[config.mk]
export PLATFORM = sky130hd
export DESIGN_NAME = mod_inverse
export DESIGN_NICKNAME = d
export VERILOG_FILES = /design/src/rtl/rsa_pkg.sv /design/src/rtl/divider.sv /design/src/rtl/mod_inverse.sv
export SDC_FILE = /design/constraint.sdc
export NUM_CORES = 1
export LEC_CHECK = 0
export CAP_MARGIN = 20
export CORE_MARGIN = 3
export CORE_UTILIZATION = 41
export DETAILED_ROUTE_END_ITERATION = 16
export SYNTH_ARGS = -nofsm -noshare
export SYNTH_HDL_FRONTEND = slang
export SYNTH_SLANG_ARGS = --single-unit
[constraint.sdc]
create_clock -name clk_in -period 2.9 [get_ports clk_in]
set_input_delay 0.58 -clock clk_in [delete_from_list [all_inputs] [get_ports clk_in]]
set_output_delay 0.58 -clock clk_in [all_outputs]
set_load 0.03 [all_outputs]
[src/rtl/rsa_pkg.sv]
// Shared types and defaults for the modular-inverse datapath.
package rsa_pkg;

  localparam int DEFAULT_WIDTH = 16;

  typedef enum logic [2:0] {
    IDLE,
    DIVIDE,
    MULT,
    UPDATE,
    FIX,
    DONE
  } state_t;

endpackage

[src/rtl/divider.sv]
// Restoring shift-subtract unsigned divider; start-to-valid latency is WIDTH+2 cycles.
module divider #(
  parameter int WIDTH = 16
) (
  input  logic             clk_in,
  input  logic             rst_in,
  input  logic             ready_in,
  input  logic [WIDTH-1:0] dividend_in,
  input  logic [WIDTH-1:0] divisor_in,
  output logic [WIDTH-1:0] quotient_out,
  output logic [WIDTH-1:0] remainder_out,
  output logic             busy_out,
  output logic             valid_out
);
  localparam int CW = $clog2(WIDTH) + 1;

  logic [WIDTH-1:0] r_q, r_d, r_rem, r_quot, r_remo;
  logic [CW-1:0]    r_cnt;
  logic             r_busy, r_fin, r_valid;
  logic [WIDTH:0]   w_trial, w_sub;

  // rem < divisor always holds, so a non-negative difference fits in WIDTH bits
  assign w_trial = {r_rem, r_q[WIDTH-1]};
  assign w_sub   = w_trial - {1'b0, r_d};

  always_ff @(posedge clk_in) begin
    if (rst_in) begin
      r_q     <= '0;
      r_d     <= '0;
      r_rem   <= '0;
      r_quot  <= '0;
      r_remo  <= '0;
      r_cnt   <= '0;
      r_busy  <= 1'b0;
      r_fin   <= 1'b0;
      r_valid <= 1'b0;
    end else begin
      r_valid <= 1'b0;
      if (r_busy) begin
        if (r_cnt != '0) begin
          r_cnt <= r_cnt - CW'(1);
          if (!w_sub[WIDTH]) begin
            r_rem <= w_sub[WIDTH-1:0];
            r_q   <= {r_q[WIDTH-2:0], 1'b1};
          end else begin
            r_rem <= w_trial[WIDTH-1:0];
            r_q   <= {r_q[WIDTH-2:0], 1'b0};
          end
        end else begin
          r_busy <= 1'b0;
          r_fin  <= 1'b1;
          r_quot <= r_q;
          r_remo <= r_rem;
        end
      end else if (r_fin) begin
        r_fin   <= 1'b0;
        r_valid <= 1'b1;
      end else if (ready_in) begin
        r_q    <= dividend_in;
        r_d    <= divisor_in;
        r_rem  <= '0;
        r_cnt  <= CW'(WIDTH);
        r_busy <= 1'b1;
      end
    end
  end

  assign quotient_out  = r_quot;
  assign remainder_out = r_remo;
  assign busy_out      = r_busy;
  assign valid_out     = r_valid;

endmodule

[src/rtl/mod_inverse.sv]
// Modular inverse via extended Euclid, tracking only the Bezout coefficient t.
//   state  | meaning
//   IDLE   | waiting for start
//   DIVIDE | divider running q = r0/r1
//   MULT   | shift-add q*t1, WIDTH cycles
//   UPDATE | rotate r and t pairs
//   FIX    | check gcd, normalise t0 into [0,m)
//   DONE   | publish result, valid next cycle
module mod_inverse
  import rsa_pkg::*;
#(
  parameter int WIDTH = DEFAULT_WIDTH
) (
  input  logic             clk_in,
  input  logic             rst_in,
  input  logic             ready_in,
  input  logic [WIDTH-1:0] value_in,
  input  logic [WIDTH-1:0] modulus_in,
  output logic [WIDTH-1:0] value_out,
  output logic             busy_out,
  output logic             valid_out,
  output logic             error_out
);
  localparam int TW = WIDTH + 2;
  localparam int PW = 2*WIDTH + 2;
  localparam int CW = $clog2(WIDTH) + 1;

  state_t               r_state, w_next;
  logic [WIDTH-1:0]     r_m, r_r0, r_r1, r_rem, r_mplier, r_result, r_value;
  logic signed [TW-1:0] r_t0, r_t1, w_t0_fixed;
  logic signed [PW-1:0] r_mcand, r_prod, w_diff;
  logic [CW-1:0]        r_cnt;
  logic                 r_div_sent, r_err, r_valid, r_error;
  logic                 w_div_start, w_div_busy, w_div_valid, w_unused;
  logic [WIDTH-1:0]     w_quot, w_drem;

  divider #(.WIDTH(WIDTH)) u_div (
    .clk_in        (clk_in),
    .rst_in        (rst_in),
    .ready_in      (w_div_start),
    .dividend_in   (r_r0),
    .divisor_in    (r_r1),
    .quotient_out  (w_quot),
    .remainder_out (w_drem),
    .busy_out      (w_div_busy),
    .valid_out     (w_div_valid)
  );

  always_ff @(posedge clk_in) begin
    if (rst_in) r_state <= IDLE;
    else        r_state <= w_next;
  end

  // value 0 skips the divider: r1=0 goes straight to the gcd check, which fails
  always_comb begin
    w_next = r_state;
    unique case (r_state)
      IDLE: if (ready_in) begin
        if (modulus_in < WIDTH'(2)) w_next = DONE;
        else if (value_in == '0)    w_next = FIX;
        else                        w_next = DIVIDE;
      end
      DIVIDE:  if (w_div_valid) w_next = MULT;
      MULT:    if (r_cnt == '0) w_next = UPDATE;
      UPDATE:  w_next = (r_rem == '0) ? FIX : DIVIDE;
      FIX:     w_next = DONE;
      DONE:    w_next = IDLE;
      default: w_next = IDLE;
    endcase
  end

  always_comb begin
    busy_out    = (r_state != IDLE) && (r_state != DONE);
    w_div_start = (r_state == DIVIDE) && !r_div_sent && !w_div_busy;
  end

  // |t| <= m keeps the truncated difference exact
  assign w_diff     = $signed({{WIDTH{r_t0[TW-1]}}, r_t0}) - r_prod;
  assign w_t0_fixed = r_t0[TW-1] ? (r_t0 + $signed({2'b00, r_m})) : r_t0;
  assign w_unused   = ^{w_diff[PW-1:TW], w_t0_fixed[TW-1:WIDTH]};

  always_ff @(posedge clk_in) begin
    if (rst_in) begin
      r_m        <= '0;
      r_r0       <= '0;
      r_r1       <= '0;
      r_rem      <= '0;
      r_mplier   <= '0;
      r_result   <= '0;
      r_value    <= '0;
      r_t0       <= '0;
      r_t1       <= '0;
      r_mcand    <= '0;
      r_prod     <= '0;
      r_cnt      <= '0;
      r_div_sent <= 1'b0;
      r_err      <= 1'b0;
      r_valid    <= 1'b0;
      r_error    <= 1'b0;
    end else begin
      r_valid <= 1'b0;
      case (r_state)
        IDLE: if (ready_in) begin
          r_m      <= modulus_in;
          r_r0     <= modulus_in;
          r_r1     <= value_in;
          r_t0     <= '0;
          r_t1     <= TW'(1);
          r_err    <= (modulus_in < WIDTH'(2));
          r_result <= '0;
        end
        DIVIDE: begin
          if (w_div_start) r_div_sent <= 1'b1;
          if (w_div_valid) begin
            r_div_sent <= 1'b0;
            r_mplier   <= w_quot;
            r_rem      <= w_drem;
            r_mcand    <= $signed({{WIDTH{r_t1[TW-1]}}, r_t1});
            r_prod     <= '0;
            r_cnt      <= CW'(WIDTH - 1);
          end
        end
        MULT: begin
          if (r_mplier[0]) r_prod <= r_prod + r_mcand;
          r_mcand  <= r_mcand <<< 1;
          r_mplier <= r_mplier >> 1;
          r_cnt    <= r_cnt - CW'(1);
        end
        UPDATE: begin
          r_r0 <= r_r1;
          r_r1 <= r_rem;
          r_t0 <= r_t1;
          r_t1 <= w_diff[TW-1:0];
        end
        FIX: begin
          if (r_r0 != WIDTH'(1)) begin
            r_err    <= 1'b1;
            r_result <= '0;
          end else begin
            r_result <= w_t0_fixed[WIDTH-1:0];
          end
        end
        DONE: begin
          r_valid <= 1'b1;
          r_value <= r_result;
          r_error <= r_err;
        end
        default: ;
      endcase
    end
  end

  assign value_out = r_value;
  assign valid_out = r_valid;
  assign error_out = r_error;

endmodule

==> results of run 1 <==
[state kept, by name, indices dropped and copies added, names as in the netlist, 3 cells and up]
name                 flops
r_result                16
r_prod                  18
u_div.r_cnt              5
u_div.quotient_out      16
r_cnt                    5
r_r0                    16
r_state                  3
r_m                     16
r_t0                    18
r_t1                    18
r_mcand                 18
value_out               16
u_div.remainder_out     16
r_r1                    16
r_mplier                16
u_div.r_d               16
u_div.r_rem             16
u_div.r_q               16
r_rem                   16
[worst min-delay path by stage]
stage	endpoint	slack, ns
floorplan	r_result[10]	0.42
detailed placement	r_result[11]	0.44
CTS	r_rem[1]	0.45
global placement	r_result[13]	0.44
finish	r_rem[1]	0.45
global route	u_div.remainder_out[6]	0.47
[cells in the final DEF, fill, tap and decap left out, types with 15 or more instances in the layout]
master | netlist | final
a21oi_1 | 160 | 160
xor2_1 | 19 | 19
inv_1 | 54 | 54
o21ai_0 | 58 | 58
buf_4 | 1 | 42
nor2_1 | 157 | 155
a311oi_1 | 52 | 52
nand2_1 | 380 | 380
clkdlybuf4s50_1 | 0 | 52
ha_1 | 69 | 69
nand3_1 | 15 | 15
a21o_1 | 18 | 18
dfxtp_1 | 284 | 284
nor3_1 | 22 | 22
a22oi_1 | 34 | 34
clkbuf_16 | 0 | 37
a31oi_1 | 21 | 21
nor4_1 | 21 | 20
xnor2_1 | 34 | 34
mux2i_1 | 33 | 33
a211oi_1 | 31 | 31
[cell type report]
cell class | count | area (um2)
multi-input combinational | 1305 | 7830
timing repair buffer | 100 | 951
clock inverter | 7 | 141
sequential | 284 | 5690
inverter | 54 | 203
clock buffer | 52 | 1050
fill | 3289 | 17300
tap | 448 | 561
[critical path, delay by kind of cell (launching register included)]
kind,cells,cell delay (ns)
compound gates,4,0.80
xor+xnor,1,0.21
fa+ha+maj,2,0.55
buf+inv,3,0.38
flops,1,0.34
simple gates,2,0.38
[Yosys cell counts (22+ instances only)]
library cell and n:
a211oi_1 31, a21oi_1 160, a22oi_1 34, a311oi_1 52
clkbuf_1 82, dfxtp_1 284, ha_1 69, inv_1 54
mux2i_1 33, nand2_1 380, nor2_1 157, nor3_1 22
o21ai_0 58, xnor2_1 34
[power breakdown]
part / total [uW] / internal (uW) / switching, uW / leakage [uW]
registers: 4300 / 4110 / 189 / 0.00230
logic: 2010 / 873 / 1140 / 0.00312
clock network: 4480 / 2840 / 1640 / 0.000583
[metrics by stage]
step	setup TNS [ns]	instances	worst slack [ns]	hold slack [ns]
6_report	0	2250	0.162	0.446
5_1_grt	-0.00921	2250	-0.00507	0.469
4_1_cts	0	2245	0.149	0.450
3_5_place_dp	0	2186	0.152	0.445
3_3_place_gp	0	2185	0.0819	0.439
2_1_floorplan	0	1745	0.419	0.425
[cells by family (layout without fill, tap and decap cells)]
kind of cell               Yosys count  in the layout  share of synthesized area [%]
xor gates and xnor gates            54             54                           3.42
and+or+nand+nor                    677            677                           20.7
DFF                                284            284                           40.4
AOI/OAI and AO/OA                  466            466                           21.9
buffers and inverters              156            213                           4.34
adders and majority gates           73             73                           6.71
muxes                               35             35                           2.51
[routing by layer]
| metal | track usage, % | share of wire, % | vias to the layer above |
|---|---|---|---|
| li1 | - | - | 6242 |
| met1 | 30.5 | 49 | 5929 |
| met2 | 32.4 | 44 | 325 |
| met3 | 2.92 | 5.3 | 52 |
| met4 | 4.71 | 1.7 | 0 |
| met5 | 0 | 0 | - |
[repair_timing]
action / in CTS / in global routing
endpoints found under the setup margin: 0 / 11
setup buffers: 0 / 3
resized for setup: 0 / 6
==> metrics.md, run 1 <==
| Metric | Value |
|---|---|
| Dpl hpwl | `27600 um` |
| WS Path Type | `register to register` |
| CTS root buf | `clkbuf_16` |
| Die Width | `191 um` |
| CTS Buf Count | `34` |
| Hold Crit Depth | `2` |
| Crit share post-route | `94.4%` |
| Synth warn | `0` |
| Arr. time, crit path | `3.18 ns` |
| Mapped Cells | `1745` |
| # diodes | `0` |
| Max_cap viols | `0` |
| Fmax | `365 MHz` |
| CTS Sinks | `284` |
| Crit end category | `register` |
| Crit-path max FO | `10` |
| DRC viols | `0` |
| Clock transition at path regs | `0.06 ns` |
| Final Setup Violations | `0` |
| Worst R2R Start | `u_div.r_d[0]` |
| Cts-stage hold buffer count | `0` |
| Via count | `12500` |
| Worst Hold Launch | `u_div.remainder_out[1]` |
| Fin. max-slew vios | `0` |
| Yosys cell types | `74` |
| Bufs on Longest Clock Path | `3` |
| Synth area leader | `dfxtp_1` |
| Final global-route overflow total | `0` |
| CP startpoint | `u_div.r_d[0]` |
| Via-per-instance ratio | `5.58` |
| Die area | `36600 um2` |
| Finished Cell Area | `16400 um2` |
| Starting density of the core | `41.7%` |
| CTS tree | `built` |
| Area Overhead vs Synth | `16.8%` |
| Gp weighted congestion | `0.872` |
| Status | `finished, final reports clean` |
| First-pass DRT Iterations | `5` |
| Die span in y | `191 um` |
| Crit path time final | `2.74 ns` |
| CP max-delay cell | `fa_2` |
| Post-Syn Area | `14100 um2` |
| # IOs | `54` |
| Worst Setup EP | `u_div.r_rem[0]` |
| Async set-reset flop share out of synthesis | `0%` |
| Actual slew at the worst max-slew pin | `0.810 ns` |
| Detailed Route Iter0 Violations | `1015` |
| Hold crit path type | `register to register` |
| RSZ-0062 raised after global routing | `yes` |
| Avg WL per Cell | `17.2 um` |
| Ys flop type | `dfxtp_1` |
| CTS H-tree lvls | `2` |
| Sequential-to-total area share from yosys stat | `40.4%` |
| WL final | `38700 um` |
| Detail Route Antenna Nets | `0` |
| Reg2Reg Setup Slack | `0.16 ns` |
| PortBufs | `53` |
| Post-layout nets | `1887` |
| FF-to-FF path depth | `12` |
| Initial antenna violation count | `0` |
| Relative slew slack | `46.0%` |
| FP Rows | `67` |
| Largest net degree at the start of global routing | `75` |
| Worst skew pair latency | `0.51 ns` |
| Post-synth net total | `1853` |
| Post-synth EDFFs | `0` |
| Peak supply drop | `348 uV` |
| Top post-synthesis cells by area | `dfxtp_1 40%, nand2_1 10%, ha_1 6.1%` |
| WP data required | `3.34 ns` |
| Crit start category | `register` |
| Vias in the first global route | `11600` |
| Yosys top cell area share | `40.4%` |
| Area after DPL | `15100 um2` |
| Worst r2r dst | `u_div.r_rem[0]` |
| GRT Total Usage | `20.8%` |
| Util after Layout | `48.7%` |
| Core area | `33700 um2` |
| Worst clock skew | `0.0300 ns` |
| Pwr dens | `657 nW/um2` |
| Syn_area_per_cell | `8.06 um2` |
| First-pass GRT wire length | `61900 um` |
| Leak | `0.00601 uW` |
| Layout cells sized above 1 | `7.10%` |
| Crit path cell chain | `ha_1 > inv_1 > fa_2 > a211oi_4 > o21ai_2 > a41oi_4 > a31oi_4 > xnor2_4 > buf_4 > clkbuf_16 > or3_1 > nand3_1` |
| Slowest cell delay on critical path | `0.38 ns` |
| #FFs+latches synth | `284` |
| Final hold violation count | `0` |
| Tot Pwr | `10800 uW` |
No activity file was read; power rests on OpenSTA's default activity.
==> run 2, diff against run 1 <==
--- a/config.mk
+++ b/config.mk
@@ -6,8 +6,9 @@
 export NUM_CORES = 1
 export LEC_CHECK = 0
 export CAP_MARGIN = 20
-export CORE_MARGIN = 3
+export CORE_MARGIN = 5
 export CORE_UTILIZATION = 41
+export CTS_BUF_LIST = sky130_fd_sc_hd__clkbuf_16
 export DETAILED_ROUTE_END_ITERATION = 16
 export SYNTH_ARGS = -nofsm -noshare
 export SYNTH_HDL_FRONTEND = slang
==> constraint.sdc (replaced) <==
create_clock -name clk_in -period 3.2 [get_ports clk_in]
set_input_delay 0.64 -clock clk_in [delete_from_list [all_inputs] [get_ports clk_in]]
set_output_delay 0.64 -clock clk_in [all_outputs]
set_load 0.03 [all_outputs]
==> run 2 against run 1 <==
Against the previous run: sequential power fell by 9.3%; combinational power is 19% lower; critical endpoint is now u_div.r_rem[6]; first-iteration DRC count is 2.1% lower; setup slack better by 0.17 ns; final cell count fell by 0.53%; die area increased by 4.2%; maximum frequency is 4.6% lower; sequential share of layout area is 0.65 points higher; global-route usage down 1.2 points; routed wire length down 0.31%; clock skew fell by 0.0044 ns.
==> metrics.md, run 2 (same netlist as run 1, synthesis figures left out) <==
| Metric | Value |
|---|---|
| Worst clock skew | `0.0256 ns` |
| # diodes | `0` |
| Post-layout nets | `1875` |
| Detailed Route Iter0 Violations | `994` |
| Most frequent cells in the layout | `380 x nand2_1, 284 x dfxtp_1, 160 x a21oi_1` |
| Crit path cell chain | `inv_1 > ha_1 > inv_1 > fa_1 > a211oi_2 > o21ai_2 > a41oi_4 > a31oi_2 > xnor2_2 > buf_12 > mux2i_1 > o21ai_0` |
| # IOs | `54` |
| CTS tree | `built` |
| CTS root buf | `clkbuf_16` |
| Cts-stage hold buffer count | `0` |
| M1 WL | `19100 um` |
| Crit-path max FO | `17` |
| Vias in the first global route | `11700` |
| Leak | `0.00589 uW` |
| Die area | `38100 um2` |
| Arr. time, crit path | `3.25 ns` |
| Starting density of the core | `41.7%` |
| Post-CTS Setup Bufs | `0` |
| Worst path bufs/invs | `3` |
| Die span in y | `195 um` |
| WL final | `38600 um` |
| FP Rows | `67` |
| Crit path max-delay family | `compound AO/OA/AOI/OAI gates` |
| WP data required | `3.58 ns` |
| Via count | `12300` |
| Crit path time final | `2.87 ns` |
| First-pass DRT Iterations | `5` |
| Final global-route overflow total | `0` |
| Avg WL per Cell | `17.2 um` |
| Hold crit path type | `register to register` |
| Slowest cell delay on critical path | `0.43 ns` |
| # fillers | `3312` |
| Core area | `33700 um2` |
| CP max-delay cell | `fa_1` |
| Met3 wire len | `1910 um` |
| CP most frequent cell | `inv_1` |
| Gp weighted congestion | `0.856` |
| CTS Buf Count | `34` |
| Dpl hpwl | `27300 um` |
| CTS Sinks | `284` |
| Top sig layer | `met5` |
| Commonest non-fill, non-tap cell in the layout | `nand2_1` |
| Post-CTS Resized | `0` |
| Final hold violation count | `0` |
| Via-per-instance ratio | `5.50` |
| Peak supply drop | `323 uV` |
| DRC viols | `0` |
| Max_cap viols | `0` |
| Pwr dens | `573 nW/um2` |
| Crit share post-route | `89.7%` |
| Die Width | `195 um` |
| Layout cells sized above 1 | `5.81%` |
| Area Overhead vs Synth | `14.6%` |
| Actual slew at the worst max-slew pin | `0.882 ns` |
| Final Setup Violations | `0` |
| Crit end category | `register` |
| Detail Route Antenna Nets | `0` |
| Fin. max-slew vios | `0` |
| Status | `finished, final reports clean` |
| PortBufs | `53` |
| Bufs on Longest Clock Path | `3` |
| Crit start category | `register` |
| Relative slew slack | `41.0%` |
| Fmax | `348 MHz` |
| CTS H-tree lvls | `2` |
| WS Path Type | `register to register` |
| Setup_tns | `0 ns` |
| First-pass GRT wire length | `62600 um` |
| Initial antenna violation count | `1` |
| Clock transition at path regs | `0.06 ns` |
| Largest net degree at the start of global routing | `68` |
| RSZ-0062 raised after global routing | `no` |
| Worst skew pair latency | `0.51 ns` |
| GRT Total Usage | `19.6%` |
| DR WL met2 | `16800 um` |
| Util after Layout | `47.8%` |
run 2: changes by cell type in the layout (fill, tap and decap cells not counted), moves of 2 or more:
cell / change
buf_4: -9
clkinv_1: +8
clkbuf_1: -6
clkbuf_8: -11
clkbuf_16: -2
inv_1: +7
clkinv_2: +3
run 2: per-layer routing:
| metal | vias to the layer above | global-route usage (%) |
|---|---|---|
| met2 | 257 | 30.7 |
| met1 | 5800 | 28.8 |
| li1 | 6204 | - |
| met4 | 2 | 4.45 |
| met3 | 53 | 2.84 |
| met5 | - | 0 |
run 2: worst paths after layout:
kind | startpoint | slack [ns] | depth (start not counted) | endpoint
setup / recovery | u_div.r_q[15] | 0.33 | 12 | u_div.r_rem[6]
setup reg to reg | u_div.r_q[15] | 0.33 | 12 | u_div.r_rem[6]
hold reg to reg | value_out[8] | 0.45 | 2 | value_out[8]
hold / removal | value_out[8] | 0.45 | 2 | value_out[8]
run 2: per-stage QoR:
| stage | total power (uW) | instance area [um2] | cells | worst slack [ns] | hold slack (ns) |
|---|---|---|---|---|---|
| 2_1_floorplan | 5100 | 14100 | 1745 | 0.719 | 0.425 |
| 3_3_place_gp | 5550 | 15100 | 2179 | 0.426 | 0.435 |
| 3_5_place_dp | 5580 | 15100 | 2179 | 0.345 | 0.441 |
| 4_1_cts | 9310 | 16100 | 2238 | 0.323 | 0.455 |
| 5_1_grt | 9630 | 16100 | 2238 | 0.107 | 0.467 |
| 6_report | 9230 | 16100 | 2238 | 0.330 | 0.453 |
run 2: cell type report:
class | count | area, um2 | share of cell area [%]
repair buffers | 88 | 822 | 5.10
well taps | 448 | 561 | 3.48
clock inverters | 24 | 183 | 1.13
multi-input cells | 1305 | 7790 | 48.3
inverters | 54 | 203 | 1.26
clock buffers | 35 | 876 | 5.43
flip-flops and latches | 284 | 5690 | 35.3
run 2: report_power, final:
group          switching (uW)  leakage [uW]  internal [uW]  total (uW)
clock network            1500      0.000544           2210        3710
registers                 172       0.00230           3720        3900
logic                     981       0.00305            638        1620
run 2: tightest hold or removal path, stage by stage, from the launching register on:
cell and delay, ns:
dfxtp_1 0.31, nand2_1 0.05, a21oi_1 0.05
==> run 3, diff against run 2 <==
--- a/config.mk
+++ b/config.mk
@@ -6,10 +6,13 @@
 export NUM_CORES = 1
 export LEC_CHECK = 0
 export CAP_MARGIN = 20
+export CELL_PAD_IN_SITES_DETAIL_PLACEMENT = 0
+export CELL_PAD_IN_SITES_GLOBAL_PLACEMENT = 1
 export CORE_MARGIN = 5
 export CORE_UTILIZATION = 41
 export CTS_BUF_LIST = sky130_fd_sc_hd__clkbuf_16
 export DETAILED_ROUTE_END_ITERATION = 16
+export PLACE_DENSITY_LB_ADDON = 0.1
 export SYNTH_ARGS = -nofsm -noshare
 export SYNTH_HDL_FRONTEND = slang
 export SYNTH_SLANG_ARGS = --single-unit
==> run 3 against run 2 <==
Against the previous run: clock power decreased by 2%; via count fell by 0.45%; final cell count increased by 0.13%; core utilization hardly changed; critical path depth stayed put; global-route usage increased by 0.63 points; first-iteration DRC count decreased by 27%; sequential power about the same; highest routed layer is now met4.
==> metrics.md, run 3 (same netlist as run 1, synthesis figures left out) <==
| Metric | Value |
|---|---|
| Cts-stage hold buffer count | `0` |
| Worst clock skew | `0.0109 ns` |
| WS Path Type | `register to register` |
| Max_cap viols | `0` |
| Actual slew at the worst max-slew pin | `0.737 ns` |
| CP startpoint | `u_div.r_q[15]` |
| Most frequent cells in the layout | `379 x nand2_1, 284 x dfxtp_1, 160 x a21oi_1` |
| Hold crit path type | `register to register` |
| Worst skew pair latency | `0.51 ns` |
| Initial antenna violation count | `0` |
| CTS Buf Count | `34` |
| Bufs on Longest Clock Path | `3` |
| Tot Pwr | `9170 uW` |
| Fin. max-slew vios | `0` |
| Gp weighted congestion | `0.822` |
| WL final | `40000 um` |
| CTS H-tree lvls | `2` |
| Util after Layout | `47.9%` |
| Via-per-instance ratio | `5.47` |
| First-pass GRT wire length | `64100 um` |
| Fmax | `352 MHz` |
| Crit path max-delay family | `compound AO/OA/AOI/OAI gates` |
| # fillers | `3409` |
| Worst path bufs/invs | `3` |
| Detail Route Antenna Nets | `0` |
| WP data required | `3.65 ns` |
| First-pass DRT Iterations | `5` |
| CTS root buf | `clkbuf_16` |
| Final global-route overflow total | `0` |
| Crit path time final | `2.84 ns` |
| Crit end category | `register` |
| Post-layout nets | `1877` |
| Core area | `33700 um2` |
| Leak | `0.00590 uW` |
| DRC viols | `0` |
| CP most frequent cell | `inv_1` |
| CTS Sinks | `284` |
| Worst R2R Start | `u_div.r_q[15]` |
| Post-CTS Resized | `0` |
| Layout cells sized above 1 | `5.91%` |
| Post-CTS Setup Bufs | `0` |
| Final Setup Violations | `0` |
| Slowest cell delay on critical path | `0.43 ns` |
| Crit start category | `register` |
| Die span in y | `195 um` |
| Detailed Route Iter0 Violations | `723` |
| Dpl hpwl | `29000 um` |
| RSZ-0062 raised after global routing | `no` |
| Pwr dens | `569 nW/um2` |
| Relative slew slack | `50.4%` |
| Starting density of the core | `41.7%` |
| Worst Hold Launch | `value_out[11]` |
| Clock transition at path regs | `0.06 ns` |
| Status | `finished, final reports clean` |
| Setup_tns | `0 ns` |
| Non-filler cells, final | `2241` |
| Final hold violation count | `0` |
| Crit path cell chain | `inv_1 > ha_1 > inv_1 > fa_1 > a211oi_2 > o21ai_2 > a41oi_4 > a31oi_2 > xnor2_2 > buf_12 > a2111oi_2 > a31o_2` |
| CP max-delay cell | `fa_1` |
| PortBufs | `53` |
| Via count | `12300` |
| Crit share post-route | `88.8%` |
| Die area | `38100 um2` |
| GRT Total Usage | `20.3%` |
| Die Width | `195 um` |
| Peak supply drop | `389 uV` |
| Avg WL per Cell | `17.8 um` |
| # IOs | `54` |
| Largest net degree at the start of global routing | `73` |
| Placed cells | `2181` |
| Area Overhead vs Synth | `14.7%` |
| Worst hold slack | `0.449 ns` |
| # diodes | `0` |
| CTS tree | `built` |
| Commonest non-fill, non-tap cell in the layout | `nand2_1` |
| Crit-path max FO | `21` |
| FP Rows | `67` |
| Vias in the first global route | `11600` |
| Arr. time, crit path | `3.29 ns` |
==> run 3: final timing paths <==
path                                      end  slack [ns]  cells after the start
worst max-delay path             u_div.r_q[0]        0.36                     12
worst min-delay path            value_out[11]        0.45                      2
worst max register to register   u_div.r_q[0]        0.36                     12
worst min register to register  value_out[11]        0.45                      2
==> run 3: worst register-to-register path, delay by kind of cell (launching register included) <==
kind / cells / cell delay [ns]
XOR/XNOR: 1 / 0.19
flip-flops: 1 / 0.34
AO/OA/AOI/OAI: 6 / 1.37
buffers and inverters: 3 / 0.31
adder cells (fa/ha/maj): 2 / 0.60
==> run 3: where the power goes <==
part	internal (uW)	total, uW	switching (uW)
clock network	2140	3650	1510
registers	3720	3920	195
logic	631	1610	976
total	6500	9170	2680
==> run 3: per-stage QoR <==
step	instance area, um2	setup WS (ns)
2_1_floorplan	14100	0.719
4_1_cts	16100	0.356
5_1_grt	16100	0.131
3_5_place_dp	15100	0.375
6_report	16100	0.359
3_3_place_gp	15100	0.431
==> run 3: metal layers <==
metal / routed length (um) / GRT usage, %
met5: 0 / 0
met4: 495 / 3.75
met3: 1610 / 2.83
met2: 17100 / 30.7
met1: 20700 / 30.9
==> run 3: final cells by class <==
class / instances / area, um2 / share of cell area (%)
Multi-Input combinational cell: 1305 / 7790 / 48.3
Sequential cell: 284 / 5690 / 35.2
Clock buffer: 35 / 876 / 5.43
Timing Repair Buffer: 90 / 850 / 5.27
Tap cell: 448 / 561 / 3.47
Inverter: 54 / 203 / 1.26
Clock inverter: 25 / 168 / 1.04
